==> src/rtl/mem_access_pkg.sv <==
// rtl/mem_access_pkg.sv - shared encodings and constants for the load/store sequencer
// Contents:
//   SZ_BYTE/SZ_HALF/SZ_WORD/SZ_RSVD  access size encodings
//   state_t                          sequencer states
//   DEF_MEM_BASE/DEF_MEM_BYTES       default data-memory window
package mem_access_pkg;

  localparam logic [1:0] SZ_BYTE = 2'b00;
  localparam logic [1:0] SZ_HALF = 2'b01;
  localparam logic [1:0] SZ_WORD = 2'b10;
  localparam logic [1:0] SZ_RSVD = 2'b11;

  typedef enum logic [1:0] {
    ST_IDLE  = 2'b00,
    ST_READ  = 2'b01,
    ST_WRITE = 2'b10,
    ST_RESP  = 2'b11
  } state_t;

  localparam logic [31:0] DEF_MEM_BASE  = 32'h1001_0000;
  localparam logic [31:0] DEF_MEM_BYTES = 32'h0000_4000;

  // True when the byte offset is not a legal start for the given size.
  // The reserved size is reported separately, so it is never "misaligned".
  function automatic logic misaligned(input logic [1:0] size, input logic [1:0] offset);
    case (size)
      SZ_HALF: misaligned = offset[0];
      SZ_WORD: misaligned = (offset != 2'b00);
      default: misaligned = 1'b0;
    endcase
  endfunction

endpackage

==> src/rtl/mem_lane_align.sv <==
// rtl/mem_lane_align.sv - little-endian lane extract (loads) and lane merge (stores)
// Ports:
//   rword    in  32  word read from memory
//   wdata    in  32  right-justified store data
//   offset   in  2   byte offset within the word
//   size     in  2   access size encoding
//   sign_ext in  1   sign-extend the extracted lane
//   rdata    out 32  extracted and extended load data
//   merged   out 32  rword with the addressed lane(s) replaced by wdata
module mem_lane_align
  import mem_access_pkg::*;
(
  input  logic [31:0] rword,
  input  logic [31:0] wdata,
  input  logic [1:0]  offset,
  input  logic [1:0]  size,
  input  logic        sign_ext,
  output logic [31:0] rdata,
  output logic [31:0] merged
);

  logic [7:0]  byte_lane;
  logic [15:0] half_lane;

  always_comb begin
    byte_lane = rword[7:0];
    case (offset)
      2'd0: byte_lane = rword[7:0];
      2'd1: byte_lane = rword[15:8];
      2'd2: byte_lane = rword[23:16];
      2'd3: byte_lane = rword[31:24];
      default: byte_lane = rword[7:0];
    endcase
    half_lane = offset[1] ? rword[31:16] : rword[15:0];
  end

  always_comb begin
    rdata = rword;
    case (size)
      SZ_BYTE: rdata = {{24{sign_ext & byte_lane[7]}}, byte_lane};
      SZ_HALF: rdata = {{16{sign_ext & half_lane[15]}}, half_lane};
      default: rdata = rword;
    endcase
  end

  always_comb begin
    merged = wdata;
    case (size)
      SZ_BYTE: begin
        merged = rword;
        case (offset)
          2'd0: merged[7:0]   = wdata[7:0];
          2'd1: merged[15:8]  = wdata[7:0];
          2'd2: merged[23:16] = wdata[7:0];
          2'd3: merged[31:24] = wdata[7:0];
          default: merged = rword;
        endcase
      end
      SZ_HALF: begin
        merged = rword;
        if (offset[1]) merged[31:16] = wdata[15:0];
        else           merged[15:0]  = wdata[15:0];
      end
      default: merged = wdata;
    endcase
  end

endmodule

==> src/rtl/mem_access_unit.sv <==
// rtl/mem_access_unit.sv - byte/half/word load-store sequencer for a word-only data memory
// Ports:
//   clock, clear                 clock and synchronous active-high reset
//   req_valid/req_ready          request handshake
//   req_write, req_size,
//   req_signed, req_addr,
//   req_wdata                    request fields
//   resp_valid, resp_rdata,
//   resp_error                   one-cycle completion
//   mem_address, mem_write,
//   mem_write_data,
//   mem_read_data                word memory interface (read is combinational)
module mem_access_unit
  import mem_access_pkg::*;
#(
  parameter logic [31:0] MEM_BASE  = DEF_MEM_BASE,
  parameter logic [31:0] MEM_BYTES = DEF_MEM_BYTES
)
(
  input  logic        clock,
  input  logic        clear,
  input  logic        req_valid,
  output logic        req_ready,
  input  logic        req_write,
  input  logic [1:0]  req_size,
  input  logic        req_signed,
  input  logic [31:0] req_addr,
  input  logic [31:0] req_wdata,
  output logic        resp_valid,
  output logic [31:0] resp_rdata,
  output logic        resp_error,
  output logic [31:0] mem_address,
  output logic        mem_write,
  output logic [31:0] mem_write_data,
  input  logic [31:0] mem_read_data
);

  // Window end computed in 33 bits so a window touching 2^32 cannot wrap.
  localparam logic [32:0] WIN_END = {1'b0, MEM_BASE} + {1'b0, MEM_BYTES};

  state_t      state;
  logic [1:0]  offset_q;
  logic [1:0]  size_q;
  logic        signed_q;
  logic        write_q;
  logic        err_q;
  logic [31:0] wdata_q;
  logic [31:0] rword;

  logic        req_err;
  logic [31:0] ext_rdata;
  logic [31:0] merged_word;

  always_comb begin
    req_err = (req_size == SZ_RSVD)
            || misaligned(req_size, req_addr[1:0])
            || (req_addr < MEM_BASE)
            || ({1'b0, req_addr} >= WIN_END);
  end

  mem_lane_align u_align (
    .rword    (rword),
    .wdata    (wdata_q),
    .offset   (offset_q),
    .size     (size_q),
    .sign_ext (signed_q),
    .rdata    (ext_rdata),
    .merged   (merged_word)
  );

  always_ff @(posedge clock) begin
    if (clear) begin
      state       <= ST_IDLE;
      offset_q    <= 2'b00;
      size_q      <= 2'b00;
      signed_q    <= 1'b0;
      write_q     <= 1'b0;
      err_q       <= 1'b0;
      wdata_q     <= 32'h0;
      rword       <= 32'h0;
      mem_address <= 32'h0;
    end else begin
      case (state)
        ST_IDLE: begin
          if (req_valid) begin
            offset_q <= req_addr[1:0];
            size_q   <= req_size;
            signed_q <= req_signed;
            write_q  <= req_write;
            wdata_q  <= req_wdata;
            err_q    <= req_err;
            if (req_err) begin
              state <= ST_RESP;
            end else begin
              mem_address <= {req_addr[31:2], 2'b00};
              // Only full-word stores skip the read; everything else needs the old word.
              if (req_write && (req_size == SZ_WORD)) state <= ST_WRITE;
              else                                    state <= ST_READ;
            end
          end
        end
        ST_READ: begin
          rword <= mem_read_data;
          state <= write_q ? ST_WRITE : ST_RESP;
        end
        ST_WRITE: state <= ST_RESP;
        ST_RESP:  state <= ST_IDLE;
        default:  state <= ST_IDLE;
      endcase
    end
  end

  // Outputs are decoded from registered state only, so they are settled
  // for the whole cycle before the memory's falling-edge write.
  assign req_ready      = (state == ST_IDLE) && !clear;
  assign mem_write      = (state == ST_WRITE);
  assign mem_write_data = (state == ST_WRITE) ? merged_word : 32'h0;
  assign resp_valid     = (state == ST_RESP);
  assign resp_error     = (state == ST_RESP) && err_q;
  assign resp_rdata     = ((state == ST_RESP) && !err_q && !write_q) ? ext_rdata : 32'h0;

endmodule

==> config.mk <==
export PLATFORM = sky130hd
export DESIGN_NAME = mem_access_unit
export DESIGN_NICKNAME = d
export VERILOG_FILES = /design/src/rtl/mem_access_pkg.sv /design/src/rtl/mem_lane_align.sv /design/src/rtl/mem_access_unit.sv
export SDC_FILE = /design/constraint.sdc
export NUM_CORES = 1
export LEC_CHECK = 0
export ABC_CLOCK_PERIOD_IN_PS = 2220
export BUFFER_PORTS_ARGS = -buffer_cell sky130_fd_sc_hd__buf_2
export CAP_MARGIN = 20
export CORE_MARGIN = 2
export CORE_UTILIZATION = 30
export CTS_BUF_LIST = sky130_fd_sc_hd__clkbuf_8
export DETAILED_ROUTE_END_ITERATION = 6
export SETUP_SLACK_MARGIN = 0.4
export SYNTH_ARGS = -nofsm -noshare
export SYNTH_HDL_FRONTEND = slang
export SYNTH_SLANG_ARGS = --single-unit
==> constraint.sdc <==
create_clock -name clock -period 2.22 [get_ports clock]
set_input_delay 0.111 -clock clock [delete_from_list [all_inputs] [get_ports clock]]
set_output_delay 0.111 -clock clock [all_outputs]
set_load 0.03 [all_outputs]
==> run_results.csv <==
group,metric,value,unit
sta,worst_slew_pin_slew,0.510,ns
finish,final_area,9260,sq um
routing,viasPerCell,5.10,
floorplanning,die_h,140,um
place,dpl.hpwl,15000,um
yosys,synth_area_leader_cell,"dfxtp_1",
yosys,ys_seq_area_share,37.3,%
yosys,syn_area,5530,sq um
sta,setup_slack,-0.0597,ns
clocking,cts_tree,"yes",
finish,finalNetCount,1085,
sta,rsz0062_at_grt,"true",
floorplanning,floorplan.initialDensity,30.7,%
yosys,synth.area.top_cells,"dfxtp_1 (37%), mux2i_1 (7.6%), nand2_1 (7.5%)",
yosys,yosys_warnings,0,
critical_path,critical-path-top-delay-family,"compound AO/OA/AOI/OAI gates",
critical_path,rr_worst_depth,8,
yosys,synthCells,684,
global_routing,grt_pass1_vias,5927,
sta,max_slew_margin,65.9,%
clocking,clk_latency,0.39,ns
sta,fmax,439,MHz
routing,antenna_left,0,
clocking,numCtsBuffers,9,
sta,fin_skew,0.0137,ns
floorplanning,boundaryPins,203,
min_path,whs_path_depth,3,
yosys,synth_seq_cells,103,
critical_path,r2r-end,"mem_address[19]$_SDFFE_PP0P_",
floorplanning,die_x,140,um
place,portBuffers,200,
pwr,p_per_area,793,nW/um^2
floorplanning,die-area,19500,sq um
global_routing,grt_pass1_wl,33100,um
critical_path,required,2.11,ns
critical_path,slowest_stage,"or3_4",
routing,drc,0,
critical_path,worstPathArrival,2.17,ns
sta,fin_crit_sh,103,%
critical_path,cpPeakStageDelay,0.38,ns
yosys,synth_fa_ha_area_share,1.58,%
floorplanning,floorplan.core_area,18000,sq um
global_routing,grtUsageTotal,21.4,%
pwr,power,7.34,mW
global_routing,antenna_found_initial,0,
floorplanning,fp-row-count,49,
critical_path,path_max_fanout,16,
critical_path,path_cells,"or3_4 -> o32a_4 -> a2111oi_4 -> buf_12 -> a21o_2 -> buf_6",
min_path,hp-class,"in2reg",
finish,area_growth,67.3,%
clocking,cts_root_buffer,"clkbuf_8",
place,place_congestion,0.898,
min_path,hold_start,"req_valid",
place,dpl_cell_area,7160,sq um
clocking,htree_num_levels,3,
finish,seq_area,2080,sq um
pwr,p_leak,3.83,nW
global_routing,grt_max_degree,43,
clocking,cts.clk_slew.worst_paths,0.11,ns
yosys,synth.avg_cell_area,8.09,sq um
yosys,yosys.area_share.simple,21.6,%
yosys,async_flop_share,0,%
finish,diodes,0,
sta,drv_slew,0,
pwr,irDropWorstVdd,360,uV
yosys,synth_edf_count,0,
critical_path,critPathKind,"reg2out",
job,max_cap_violations,0,
yosys,synth-compound-area-share,22.3,%
yosys,synthXorXnorAreaFrac,0,%
run_status,violations,"negative setup slack",
sta,period_needed,2.28,ns
critical_path,r2r-start,"state[1]$_SDFFE_PP0P_",
yosys,synthMuxAreaShare,10.9,%
yosys,synthFlopType,"dfxtp_1",
finish,final_layout_size_suffix_gt1_share,40.1,%
place,post-place-ws,0.120,ns
global_routing,grt_overflow_total,0,
sta,finalHoldViolCount,0,
critical_path,rrSetupSlack,0.51,ns
critical_path,crit_buf_inv,2,
finish,utilization,51.3,%
min_path,hold_path_end,"state[0]$_SDFFE_PP0P_",
routing,drt_pre_antenna_iters,5,
critical_path,endpoint_kind,"output port",
clocking,cts.path.max_buffers,2,
run_status,outcome,"complete, but fails checks",
yosys,synthDistinctLibCells,47,
routing,routed_wl,21500,um
sta,setup_viol,16,
yosys,synth_top_family_by_area,"compound AO/OA/AOI/OAI gates",
routing,drt_iter0_drc,346,
routing,dr_total_vias,6170,
clocking,clkSinkCount,103,
critical_path,setup.worst_path.start_class,"flip-flop",
yosys,yosysTopAreaCellShare,37.3,%
finish,fill_cells,1693,
finish,multiInputGateArea,3770,sq um
routing,avgRoutedWirePerCell,17.8,um
-- Yosys cell counts, types with 7 or more instances --
cell        n
buf_1       9
nand3b_1    7
nand2_1   110
a22o_1      7
ha_1        7
nand4_1    13
nand3_1     9
nor2_1     55
mux2i_1    42
a311oi_1    8
o211a_1     8
o21ai_0    18
a21oi_1    68
o31ai_1    12
and2_1     22
o21a_1      8
a21o_2     11
nor3_1      9
nor2b_1    22
clkbuf_1   44
dfxtp_1   103
a221oi_1   17
inv_1      21
mux4_2      7
o22ai_1     7
-- metal layers --
layer,part of all wire [%],wire (um),track usage (%),vias to the layer above
met4,1.6,341,4.84,0
met3,7.4,1580,4.99,21
li1,-,-,-,3005
met5,0,0,0,-
met1,45,9560,29.6,2890
met2,46,9980,33.9,254
-- cell type report --
class                      instances  area share [%]
inverter                          21           0.973
timing repair inverter             1          0.0811
multi-input combinational        498            40.8
clock inverter                     6           0.811
timing repair buffer             341            30.3
sequential                       103            22.5
tap                              229            3.10
clock buffer                      10            1.49
-- how the worst max path moves through the flow --
stage                        startpoint                 end  slack [ns]  cells past startpoint
2_1_floorplan     state[0]$_SDFFE_PP0P_  mem_write_data[16]        0.21                      4
3_3_place_gp     size_q[0]$_SDFFE_PP0P_  mem_write_data[12]        0.18                      6
3_5_place_dp     size_q[0]$_SDFFE_PP0P_  mem_write_data[12]        0.12                      6
4_1_cts        offset_q[0]$_SDFFE_PP0P_      resp_rdata[18]       -0.08                      6
5_1_grt        offset_q[0]$_SDFFE_PP0P_      resp_rdata[31]       -0.14                      6
6_report       offset_q[0]$_SDFFE_PP0P_      resp_rdata[16]       -0.06                      6
-- worst reg2reg max path, delay by kind of cell (launching register included) --
kind / cells / cell delay, ns
AO/OA/AOI/OAI: 2 / 0.33
adder cells (fa/ha/maj): 1 / 0.18
buffers and inverters: 3 / 0.46
flip-flops: 1 / 0.40
AND/OR/NAND/NOR: 2 / 0.28
-- state kept, by name, summed over array words and instances (netlist names) --
| signal | flops |
|---|---|
| offset_q | 2 |
| signed_q | 1 |
| rword | 32 |
| mem_address | 30 |
| size_q | 2 |
| state | 2 |
| wdata_q | 32 |
| write_q | 1 |
| err_q | 1 |
-- what timing repair did --
| action | CTS | global route |
|---|---|---|
| pin swaps | 13 | 17 |
| endpoints found under the setup margin | 70 | 95 |
| hold buffers | 82 | 0 |
| hold endpoints to repair | 82 | 0 |
| gates cloned | 4 | 3 |
| buffers inserted | 11 | 10 |
| gates resized for setup | 150 | 83 |
-- where the power goes --
part	switching [mW]	internal (mW)	leakage, nW
Sequential	0.440	2.13	0.842
Combinational	1.91	1.57	2.88
Clock	0.709	0.572	0.106
-- placed cells by master (no fill, tap or decap), types with 7 or more instances in the layout --
cell type	count
nor2b_2	9
a21oi_1	62
a311oi_2	7
o211a_1	8
a221oi_1	8
o21a_1	7
buf_6	54
o31ai_1	12
clkbuf_8	10
nand3b_1	7
mux2i_1	39
dlygate4sd3_1	82
buf_12	8
mux4_2	7
buf_2	144
o21ai_0	10
nand3_1	9
nor3_4	7
nor2_2	8
and2_1	18
a221oi_4	8
nand4_1	13
dfxtp_1	97
inv_1	17
buf_4	45
nand2_1	107
a21o_4	11
nor2b_1	11
nor2_1	41
-- kinds of logic after synthesis --
logic type	Yosys count
compound gates	180
fa+ha+maj	7
buf+inv	84
flops	103
mux	51
other cells	1
simple gates	258
-- per-stage QoR --
step	instances	TNS, ns	hold WS [ns]
finish	1209	-0.644	0.0675
global placement	1083	0	0.344
floorplan	685	0	0.247
detailed placement	1083	0	0.350
CTS	1196	-0.927	0.0480
global route	1209	-2.09	0.127
No activity file was read; power rests on OpenSTA's default activity.
